===== config.mk =====
export PLATFORM = sky130hd
export DESIGN_NAME = mips_cpu_sequencer
export DESIGN_NICKNAME = d
export VERILOG_FILES = /design/src/rtl/mips_cpu_pkg.sv /design/src/rtl/mips_cpu_cycle_counter.sv /design/src/rtl/mips_cpu_sequencer.sv
export SDC_FILE = /design/constraint.sdc
export NUM_CORES = 1
export LEC_CHECK = 0
export CAP_MARGIN = 20
export CORE_ASPECT_RATIO = 0.7
export CORE_MARGIN = 4
export CORE_UTILIZATION = 45
export CTS_CLUSTER_SIZE = 25
export DETAILED_ROUTE_END_ITERATION = 10
export PLACE_DENSITY = 0.79
export SLEW_MARGIN = 15
export SYNTH_ARGS = -nofsm -noshare
export SYNTH_HDL_FRONTEND = slang
export SYNTH_SLANG_ARGS = --single-unit

===== constraint.sdc =====
create_clock -name clk -period 7.83 [get_ports clk]
set_input_delay 2.349 -clock clk [delete_from_list [all_inputs] [get_ports clk]]
set_output_delay 2.349 -clock clk [all_outputs]
set_load 0.01 [all_outputs]

===== src/rtl/mips_cpu_pkg.sv =====
// Shared definitions for the multicycle MIPS control path: the state encoding
// that the control decoder depends on, and the legal range of exec cycles.
package mips_cpu_pkg;

    // The decoder uses exec1 = (state == 3) and exec2 = (state == 4), so these values are fixed.
    typedef enum logic [2:0] {
        HALT        = 3'd0,
        FETCH       = 3'd1,
        DECODE      = 3'd2,
        EXEC1       = 3'd3,
        EXEC2       = 3'd4,
        EXEC3       = 3'd5,
        MULDIV_WAIT = 3'd6
    } state_t;

    localparam int STATE_EXEC_BASE = 3;
    localparam int MAX_EXEC_LO     = 2;
    localparam int MAX_EXEC_HI     = 3;

    function automatic logic max_exec_legal(input int max_exec);
        return (max_exec >= MAX_EXEC_LO) && (max_exec <= MAX_EXEC_HI);
    endfunction

endpackage


===== src/rtl/mips_cpu_cycle_counter.sv =====
// Loadable down-counter with a zero flag. It holds at zero rather than wrapping,
// so it can time any fixed-length wait (mult/div today, cache fills later).
module mips_cpu_cycle_counter #(
    parameter int WIDTH = 5
) (
    input  logic             clk,
    input  logic             reset,
    input  logic             load,
    input  logic [WIDTH-1:0] load_value,
    input  logic             dec,
    output logic             zero
);

    logic [WIDTH-1:0] count;

    // NOTE: sequential state uses <= so every flop samples pre-edge values.
    always_ff @(posedge clk) begin
        if (reset) begin
            count <= '0;
        end else if (load) begin
            count <= load_value;
        end else if (dec && (count != '0)) begin
            count <= count - WIDTH'(1);
        end
    end

    assign zero = (count == '0);

endmodule


===== src/rtl/mips_cpu_sequencer.sv =====
// Multicycle state sequencer: owns the state register consumed by the control
// decoder, handles bus stalls, the mult/div wait phase, halt and retire counting.
module mips_cpu_sequencer
    import mips_cpu_pkg::*;
#(
    parameter int MAX_EXEC      = 3,
    parameter int MULDIV_CYCLES = 32,
    parameter int COUNT_W       = 32
) (
    input  logic               clk,
    input  logic               reset,
    input  logic               waitrequest,
    input  logic               mem_access,
    input  logic [1:0]         exec_len,
    input  logic               is_muldiv,
    input  logic               halt_req,
    output logic [2:0]         state,
    output logic               stall,
    output logic               active,
    output logic               muldiv_done,
    output logic               retire,
    output logic [COUNT_W-1:0] instr_count
);

    if (!max_exec_legal(MAX_EXEC)) begin : g_bad_max_exec
        $error("mips_cpu_sequencer: MAX_EXEC must be 2..3");
    end
    if (MULDIV_CYCLES < 1) begin : g_bad_muldiv_cycles
        $error("mips_cpu_sequencer: MULDIV_CYCLES must be >= 1");
    end

    localparam int              CNT_W       = (MULDIV_CYCLES > 1) ? $clog2(MULDIV_CYCLES) : 1;
    localparam logic [CNT_W-1:0] MULDIV_LOAD = CNT_W'(MULDIV_CYCLES - 1);
    localparam logic [1:0]      MAX_EXEC_L  = 2'(MAX_EXEC);

    state_t     state_r, state_d;
    logic       halt_latched;
    logic       cnt_load, cnt_dec, cnt_zero;
    logic [1:0] eff_len, exec_n;

    mips_cpu_cycle_counter #(.WIDTH(CNT_W)) u_muldiv_counter (
        .clk        (clk),
        .reset      (reset),
        .load       (cnt_load),
        .load_value (MULDIV_LOAD),
        .dec        (cnt_dec),
        .zero       (cnt_zero)
    );

    always_comb begin
        if (exec_len == 2'd0)            eff_len = 2'd1;
        else if (exec_len > MAX_EXEC_L)  eff_len = MAX_EXEC_L;
        else                             eff_len = exec_len;
    end

    // 1-based position within the exec phase; only meaningful in EXEC1..EXEC3.
    assign exec_n = 2'(3'(state_r) - 3'(STATE_EXEC_BASE - 1));

    // NOTE: every output of this block is defaulted first so no path infers a latch.
    always_comb begin
        state_d  = state_r;
        stall    = 1'b0;
        retire   = 1'b0;
        cnt_load = 1'b0;
        cnt_dec  = 1'b0;
        case (state_r)
            HALT: ;
            FETCH: begin
                if (waitrequest) stall   = 1'b1;
                else             state_d = DECODE;
            end
            DECODE: state_d = EXEC1;
            EXEC1, EXEC2, EXEC3: begin
                if (mem_access && waitrequest) begin
                    stall = 1'b1;
                end else if (exec_n < eff_len) begin
                    state_d = state_t'(3'(state_r) + 3'd1);
                end else if (is_muldiv) begin
                    state_d  = MULDIV_WAIT;
                    cnt_load = 1'b1;
                end else begin
                    retire  = 1'b1;
                    state_d = halt_req ? HALT : FETCH;
                end
            end
            MULDIV_WAIT: begin
                if (!cnt_zero) begin
                    cnt_dec = 1'b1;
                end else begin
                    retire  = 1'b1;
                    state_d = halt_latched ? HALT : FETCH;
                end
            end
            default: state_d = FETCH;
        endcase
    end

    always_ff @(posedge clk) begin
        if (reset) begin
            state_r      <= FETCH;
            halt_latched <= 1'b0;
            muldiv_done  <= 1'b0;
            instr_count  <= '0;
        end else begin
            state_r     <= state_d;
            muldiv_done <= (state_r == MULDIV_WAIT) && cnt_zero;
            if (cnt_load) halt_latched <= halt_req;
            if (retire)   instr_count  <= instr_count + COUNT_W'(1);
        end
    end

    assign state  = 3'(state_r);
    assign active = (state_r != HALT);

endmodule

==> impl_metrics.py <==
metrics = {
    "drt": {
        "drt_first_pass_iters": 4,
        "dr_total_vias": 2328,
        "drt_iter0_drc": 157,
        "wl_per_cell_um": 15.0,
        "drc": 0,
        "postRouteAntennaNets": 0,
        "avgViaCountPerCell": 5.82,
        "wirelength_um": 6010,
    },
    "yosys": {
        "syn_inst": 289,
        "netlist_area_um2": 2360,
        "synth-compound-area-share_pct": 22.7,
        "synth_xor_area_share_pct": 1.86,
        "ys_ff_latch": 42,
        "synthFlopType": "dfxtp_1",
        "yosys-top-cells-area": "dfxtp_1, a21oi_1, o31ai_1, or4_1, nand2_1",
        "synth_top_family_by_area": "simple AND/OR/NAND/NOR gates",
        "synth_adder_area_share_pct": 4.25,
        "yosys.area_share.simple_pct": 28.6,
        "avgSynthCellArea_um2": 8.15,
        "yosys-top-cells-count": "dfxtp_1, a21oi_1, nand2_1",
        "synth_top_area_cell": "dfxtp_1",
        "synth_most_common_cell": "dfxtp_1",
        "synth-edff-count": 0,
        "yosysTopAreaCellShare_pct": 35.7,
        "ys_seq_area_share_pct": 35.7,
        "ys_types": 43,
        "syn-num-nets": 305,
        "synthMuxAreaShare_pct": 1.81,
        "synthArstFlopShare_pct": 0,
        "ys_warn_count": 0,
    },
    "final_layout": {
        "area_growth_pct": 25.3,
        "final_cells": 400,
        "fin_nets": 346,
        "layout-drive-gt1-share_pct": 7.55,
        "n_antenna_cell": 0,
    },
    "floorplanning": {
        "initial_core_util_pct": 48.0,
        "dieArea_um2": 6480,
        "rows": 21,
        "ios": 47,
        "core_um2": 4910,
        "die_y_um": 68.5,
        "die_x_um": 94.5,
    },
    "critical_path": {
        "crit_fanout": 5,
        "cp-start-kind": "input port",
        "critPathArrivalTime_ns": 4.36,
        "worst_setup_path_end_kind": "primary output",
        "required_ns": 5.48,
        "path_class": "in2out",
    },
    "sta": {
        "hold_viol": 0,
        "setup_violations": 0,
        "skew_ns": 0.00340,
        "finalSetupTns_ns": 0,
        "fmax_mhz": 149,
        "slew_headroom_pct": 55.3,
        "worstMarginPinSlew_ns": 0.670,
        "period_share_pct": 85.6,
        "rsz0062_at_grt": "no",
        "layout_min_cycle_time_ns": 6.71,
        "maxSlewViolCount": 0,
        "fin_ws_ns": 1.12,
    },
    "cts": {
        "clock_path_buffers": 2,
        "clkSlewWorstSetupHoldPaths_ns": 0.08,
        "cts_tree": "done",
        "insertion_delay_ns": 0.30,
        "cts_inserted_buffers": 5,
        "postCtsSetupRepairBufs": 0,
        "cts-htree-levels": 2,
        "ctsResizeCount": 0,
        "root_buffer": "clkbuf_8",
        "cts_hold_buffers": 0,
        "clkSinkCount": 42,
    },
    "global_route": {
        "antenna_found_initial": 0,
        "grtUsageMet1_pct": 26.7,
        "top_usage_layer": "met2",
        "grt_pass1_wl_um": 9990,
        "overflow": 0,
        "track_usage_pct": 19.6,
        "grt_util_met2_pct": 31.5,
        "use_met3_pct": 4.45,
        "grt_pass1_vias": 2142,
        "grt_max_degree": 59,
    },
    "status": {
        "status": "finished clean",
    },
    "power_and_ir_drop": {
        "p_per_area_nw_per_um2": 203,
        "peakVddDrop_v": 0.0000949,
        "p_leak_nw": 0.977,
        "total_power_w": 0.000599,
    },
    "placed_design": {
        "dp_hpwl_um": 4240,
        "dp_cells": 392,
        "gp_congestion": 0.882,
        "post-place-ws_ns": 1.13,
        "io_buffers": 46,
    },
    "worst_hold_path": {
        "hp-class": "reg2reg",
    },
    "flow_run": {
        "drv_cap": 0,
    },
}
critical path: stages:
cell	delay (ns)
clkdlybuf4s50_1	0.48
inv_1	0.05
ha_1	0.33
o21ba_2	0.14
o31ai_1	0.06
o21a_1	0.20
inv_1	0.17
clkdlybuf4s50_1	0.57
final timing paths:
check | cells past startpoint | slack, ns | endpoint | start
max | 8 | 1.12 | retire | exec_len[1]
min reg2reg | 2 | 0.50 | instr_count[31] | instr_count[31]
min | 2 | 0.50 | instr_count[31] | instr_count[31]
max reg2reg | 8 | 5.23 | instr_count[5] | state[0]
logic make-up (layout without fill, tap and decap cells):
kind of cell / Yosys count / count (layout)
buf+inv: 26 / 68
mux: 4 / 4
simple gates: 115 / 115
flops: 42 / 42
xor+xnor: 5 / 5
fa+ha+maj: 8 / 8
compound gates: 89 / 89
routing by layer:
metal	vias to the layer above	part of all wire, %
li1	1158	-
met5	-	0
met4	0	0.87
met3	5	4.9
met1	1106	49
met2	59	45
cell type report:
cell class / count / area, um^2
fillers: 441 / 1960
multi-input cells: 221 / 1400
clock buffers: 5 / 68.8
clock inverters: 3 / 40.0
inverters: 12 / 45.0
flip-flops and latches: 42 / 841
well taps: 69 / 86.3
repair buffers: 48 / 475
flip-flops by register name (all words and copies together) (netlist names):
name	cells
halt_latched	1
instr_count	32
muldiv_done	1
state	3
u_muldiv_counter.count	5
through the flow:
stage	util, %	instance area, um^2	hold slack (ns)
2_1_floorplan	-	2360	0.463
3_3_place_gp	57.9	2840	0.460
3_5_place_dp	57.9	2840	0.487
4_1_cts	60.1	2950	0.499
5_1_grt	60.1	2950	0.515
6_report	60.1	2950	0.497
power breakdown:
part / leakage (nW) / internal [W] / switching, W
combinational: 0.580 / 0.0000848 / 0.0000984
clock: 0.0579 / 0.0000939 / 0.0000774
sequential: 0.339 / 0.000225 / 0.0000192
placed cells by master (no fill, tap or decap), drive strengths merged, types with 3 or more instances in the layout:
| cell type | instances |
|---|---|
| inv | 12 |
| clkdlybuf4s50 | 46 |
| nand3 | 12 |
| o31ai | 16 |
| clkbuf | 5 |
| nor2 | 17 |
| a21oi | 39 |
| o21ai | 19 |
| and4 | 3 |
| ha | 8 |
| xor2 | 3 |
| or3 | 14 |
| nand2 | 28 |
| nand4 | 8 |
| dfxtp | 42 |
| or4 | 14 |
| and3 | 5 |
| o21a | 4 |
| nor2b | 4 |
| nor3 | 4 |
(Power assumes the default switching activity.)
